<file path="config.mk">
export PLATFORM = sky130hd
export DESIGN_NAME = regfile_mp
export DESIGN_NICKNAME = d
export VERILOG_FILES = /design/src/rtl/regfile_pkg.sv /design/src/rtl/regfile_scoreboard.sv /design/src/rtl/regfile_mp.sv
export SDC_FILE = /design/constraint.sdc
export NUM_CORES = 2
export LEC_CHECK = 0
export ABC_CLOCK_PERIOD_IN_PS = 4200
export CAP_MARGIN = 25
export CORE_MARGIN = 8
export CORE_UTILIZATION = 65
export DETAILED_ROUTE_END_ITERATION = 8
export PLACE_DENSITY = 0.86
export SETUP_SLACK_MARGIN = 0.02
export SLEW_MARGIN = 20
export SYNTH_ARGS = -nofsm -noshare
export SYNTH_HDL_FRONTEND = slang
export SYNTH_SLANG_ARGS = --single-unit
export TNS_END_PERCENT = 100
</file>
<file path="constraint.sdc">
create_clock -name clk -period 4.2 [get_ports clk]
set_clock_uncertainty 0.05 [all_clocks]
set_input_delay 1.05 -clock clk [delete_from_list [all_inputs] [get_ports clk]]
set_output_delay 1.05 -clock clk [all_outputs]
set_load 0.01 [all_outputs]
</file>
<file path="src/rtl/regfile_pkg.sv">
// regfile_pkg: shared default sizes and the hardwired-zero address for the register file
package regfile_pkg;
  localparam int DATA_W_D = 32;
  localparam int ADDR_W_D = 5;
  localparam int NUM_RD_D = 2;
  localparam int ZERO_ADDR = 0;
endpackage

</file>
<file path="src/rtl/regfile_scoreboard.sv">
// regfile_scoreboard: pending-write busy bits (claim sets, write clears, claim wins); ports: clk, rst (async active-low), set_en/set_addr, clr_en/clr_addr, lk_addr -> lk_cur/lk_nxt lookups, busy_vec
module regfile_scoreboard import regfile_pkg::*; #(
  parameter int ADDR_W = ADDR_W_D,
  parameter int NUM_RD = NUM_RD_D,
  parameter int ZERO_REG = 1
) (
  input  logic                     clk,
  input  logic                     rst,
  input  logic                     set_en,
  input  logic [ADDR_W-1:0]        set_addr,
  input  logic                     clr_en,
  input  logic [ADDR_W-1:0]        clr_addr,
  input  logic [NUM_RD*ADDR_W-1:0] lk_addr,
  output logic [2**ADDR_W-1:0]     busy_vec,
  output logic [NUM_RD-1:0]        lk_cur,
  output logic [NUM_RD-1:0]        lk_nxt
);
  localparam int DEPTH = 2**ADDR_W;
  logic [DEPTH-1:0] busy_nxt;
  always_comb begin
    busy_nxt = busy_vec;
    for (int r = 0; r < DEPTH; r++)
      busy_nxt[r] = (ZERO_REG != 0 && r == ZERO_ADDR) ? 1'b0 :
                    (set_en && set_addr == ADDR_W'(r)) ? 1'b1 :
                    (clr_en && clr_addr == ADDR_W'(r)) ? 1'b0 : busy_vec[r];
  end
  always_ff @(posedge clk or negedge rst)
    if (!rst) busy_vec <= '0;
    else busy_vec <= busy_nxt;
  // lk_nxt is the post-update view, used when a read is bypassed from the same-cycle write
  for (genvar i = 0; i < NUM_RD; i++) begin : g_lk
    assign lk_cur[i] = busy_vec[lk_addr[i*ADDR_W +: ADDR_W]];
    assign lk_nxt[i] = busy_nxt[lk_addr[i*ADDR_W +: ADDR_W]];
  end
endmodule

</file>
<file path="src/rtl/regfile_mp.sv">
// regfile_mp: multi-port register file with registered reads, write bypass, optional zero register and RAW scoreboard; ports: clk, rst (async active-low), rd_hold, rd_addr/rd_data/rd_busy per port, wr_en/wr_addr/wr_data, claim_en/claim_addr, busy_vec
module regfile_mp import regfile_pkg::*; #(
  parameter int DATA_W = DATA_W_D,
  parameter int ADDR_W = ADDR_W_D,
  parameter int NUM_RD = NUM_RD_D,
  parameter int ZERO_REG = 1,
  parameter int BYPASS = 1
) (
  input  logic                     clk,
  input  logic                     rst,
  input  logic                     rd_hold,
  input  logic [NUM_RD*ADDR_W-1:0] rd_addr,
  output logic [NUM_RD*DATA_W-1:0] rd_data,
  output logic [NUM_RD-1:0]        rd_busy,
  input  logic                     wr_en,
  input  logic [ADDR_W-1:0]        wr_addr,
  input  logic [DATA_W-1:0]        wr_data,
  input  logic                     claim_en,
  input  logic [ADDR_W-1:0]        claim_addr,
  output logic [2**ADDR_W-1:0]     busy_vec
);
  localparam int DEPTH = 2**ADDR_W;
  localparam logic [ADDR_W-1:0] ZA = ADDR_W'(ZERO_ADDR);
  logic [DATA_W-1:0] mem [DEPTH];
  logic [NUM_RD-1:0] lk_cur, lk_nxt;
  logic wr_ok;
  assign wr_ok = wr_en && !(ZERO_REG != 0 && wr_addr == ZA);
  always_ff @(posedge clk or negedge rst)
    if (!rst) for (int r = 0; r < DEPTH; r++) mem[r] <= '0;
    else if (wr_ok) mem[wr_addr] <= wr_data;
  regfile_scoreboard #(.ADDR_W(ADDR_W), .NUM_RD(NUM_RD), .ZERO_REG(ZERO_REG)) u_sb (
    .clk(clk), .rst(rst),
    .set_en(claim_en), .set_addr(claim_addr),
    .clr_en(wr_en), .clr_addr(wr_addr),
    .lk_addr(rd_addr), .busy_vec(busy_vec),
    .lk_cur(lk_cur), .lk_nxt(lk_nxt)
  );
  for (genvar i = 0; i < NUM_RD; i++) begin : g_rd
    logic [ADDR_W-1:0] ra;
    logic [DATA_W-1:0] q;
    logic qb, byp, zr;
    assign ra = rd_addr[i*ADDR_W +: ADDR_W];
    assign byp = BYPASS != 0 && wr_ok && wr_addr == ra;
    assign zr = ZERO_REG != 0 && ra == ZA;
    always_ff @(posedge clk or negedge rst)
      if (!rst) begin
        q <= '0;
        qb <= 1'b0;
      end else if (!rd_hold) begin
        q <= zr ? '0 : byp ? wr_data : mem[ra];
        qb <= zr ? 1'b0 : byp ? lk_nxt[i] : lk_cur[i];
      end
    assign rd_data[i*DATA_W +: DATA_W] = q;
    assign rd_busy[i] = qb;
  end
endmodule

</file>
==> reports/summary.txt <==
Synth top area cells -> dfrtp_1 47%, mux4_2 22%, mux2_2 19%
Number of synthesized flops with an enable pin -> 0
CP endpoint -> g_rd[1].qb
Most used DFF post-synth -> dfrtp_1
H-tree depth -> 3
R2r worst-path depth -> 6
Synth Area per Inst -> 14.86 sq um
CP required -> 4.74 ns
# port buffers -> 153
Nets -> 4061
Global route overflow -> 0
Wire per inst -> 33.34 microns
Clock Sinks -> 1121
Starting Density -> 0.6523
Setup crit end kind -> register
Resize count post-CTS -> 0
First-pass GRT wire length -> 267.6 mm
Die W -> 318.4 microns
Vias in the first global route -> 42.04k
Setup repair bufs after CTS -> 0
HP Class -> primary input to asynchronous set/reset pin
Routed Antenna Nets -> 0
CTS tree -> built
Setup violations, final -> 0
R2R Path Start -> mem[24]
Die Ht -> 318.4 microns
Peak Freq -> 296.3 MHz
Yosys top cell area share -> 0.4720
Fin crit share -> 0.8035
Sequential area share after synthesis -> 0.4720
Max FO, Critical Path -> 10
Placer Congestion -> 0.8947
Peak supply drop -> 0.3195 mV
All-Layer GR Usage -> 0.3465
Max_cap viols -> 0
Outcome -> complete, no violations
I/O pin count -> 155
Die area -> 0.1014 sq mm
Most common cell in the synthesized netlist -> dfrtp_1
Worst skew pair latency -> 0.70 ns
Core Box Area -> 0.09111 sq mm
Iteration count of the initial detailed-routing pass -> 5
RR Endpoint -> g_rd[1].q[24]
Syn_nets -> 4056
Final Hold Fails -> 0
Residual DRC -> 0
Worst path arrival time -> 3.92 ns
Min Tclk post-route -> 3.375 ns
Final setup TNS -> 0 ns
CP Launch Type -> primary input
Antenna violations before repair -> 5
Crit path kind -> primary input to register
Top cells by count, synth -> 1121 x dfrtp_1, 991 x mux2_2, 569 x mux4_2, 292 x clkbuf_1, 171 x nand2_1
Mapped cell area -> 0.05943 sq mm
Crit path launch -> wr_addr[2]
Inserted Clock Buffers -> 114
Post-synthesis cell count -> 3999
Via count -> 39.73k
Slew HR -> 0.3258
Setup slack, reg-to-reg -> 1.84 ns
Cell variety after synth -> 65
Final non-filler cell total -> 5287
Layout area overhead -> 12.19%
P_leak -> 28.53 nW
Asr flop ratio synth -> 1.000
Clock transition at path regs -> 0.06 ns
Final slew viol count -> 0
Ratio of cells with drive above 1 in the final layout -> 0.4901
Pwr Density -> 478.7 mW/mm^2
FF+latch count, synth -> 1121
Largest net degree at the start of global routing -> 109
Iteration-0 DRC Markers -> 4737
Hold Buf Count CTS -> 0
Fillers -> 5327
Via-per-instance ratio -> 7.515
Placed Instances -> 5064
Hpwl dp -> 99.55 mm
Row cnt -> 111
YS warnings -> 0
Cell accounting for the most synthesized area -> dfrtp_1
Final Util -> 0.7319
Clock root cell -> clkbuf_16
Max clock buf depth -> 3
WL final -> 176.3 mm
Worst-margin pin slew -> 0.9972 ns
RSZ-0062 raised after global routing -> false
## power breakdown
| group | internal (W) | total (W) | switching, W |
|---|---|---|---|
| registers | 0.0129 | 0.0145 | 0.00165 |
| logic | 0.00425 | 0.00701 | 0.00276 |
| clock network | 0.00601 | 0.0104 | 0.00437 |
| total | 0.0231 | 0.0319 | 0.00879 |
## kinds of logic after synthesis
kind of cell / count (synthesis) / share of synthesized area
xor gates and xnor gates: 10 / 0.001474
other: 1 / 0.00006310
buffers and inverters: 473 / 0.03360
AOI/OAI and AO/OA: 357 / 0.04034
muxes: 1699 / 0.4269
and+or+nand+nor: 338 / 0.02564
DFF: 1121 / 0.4720
## worst max-delay path: stages
cell and delay (ns):
clkdlybuf4s50_1 0.73, buf_4 0.32, nand4b_4 0.28, nor2_4 0.16, o2bb2ai_1 0.14, mux2_2 0.29, a21o_1 0.17, o32ai_1 0.39
o211ai_1 0.15, a22o_1 0.22
## routing by layer
| layer | GRT usage | part of all wire |
|---|---|---|
| met1 | 0.4306 | 0.34 |
| met2 | 0.5481 | 0.48 |
| met3 | 0.08720 | 0.11 |
| met4 | 0.2162 | 0.072 |
| met5 | 0 | 0.00015 |
## registers in the layout, summed over array words and instances (netlist names)
signal and cells:
mem 1024, g_rd.q 64, u_sb.busy_vec 31, g_rd.qb 2
## cells in the final DEF (no fill, tap or decap), types with 34 or more instances in the layout
cell type	n
a21oi_1	101
o21ai_0	72
mux2i_1	134
clkbuf_16	115
buf_4	127
clkdlybuf4s50_1	128
buf_12	52
a211oi_1	34
dfrtp_1	1121
a221oi_1	100
nand2_1	160
nor2_1	101
mux2_2	991
mux4_2	569
## worst min path at each step
stage | startpoint | end | slack [ns]
4_1_cts | rst | mem[447] | 0.29
5_1_grt | rst | mem[383] | 0.32
3_3_place_gp | mem[994] | mem[994] | 0.33
3_5_place_dp | mem[1015] | mem[1015] | 0.34
6_report | rst | mem[383] | 0.27
2_1_floorplan | mem[1000] | mem[1000] | 0.40
## metrics by stage
step	total power [W]	instance area, sq um	hold slack, ns	worst slack (ns)
floorplan	0.01907	59430	0.3951	1.081
global placement	0.02104	62680	0.3301	0.2581
detailed placement	0.02150	62780	0.3359	0.2113
CTS	0.03187	66600	0.2922	0.9266
global route	0.03301	66670	0.3235	0.6597
finish	0.03192	66680	0.2750	0.8255
## final cells by class
cell class	count	area, sq um	share of cell area
repair buffers	344	3671	0.05506
flip-flops and latches	1121	28050	0.4207
multi-input cells	2405	29570	0.4434
clock buffers	172	3412	0.05117
inverters	18	68.82	0.001032
clock inverters	35	409.1	0.006136
diodes	6	15.01	0.0002252
well taps	1186	1484	0.02226
(Power assumes the default switching activity.)
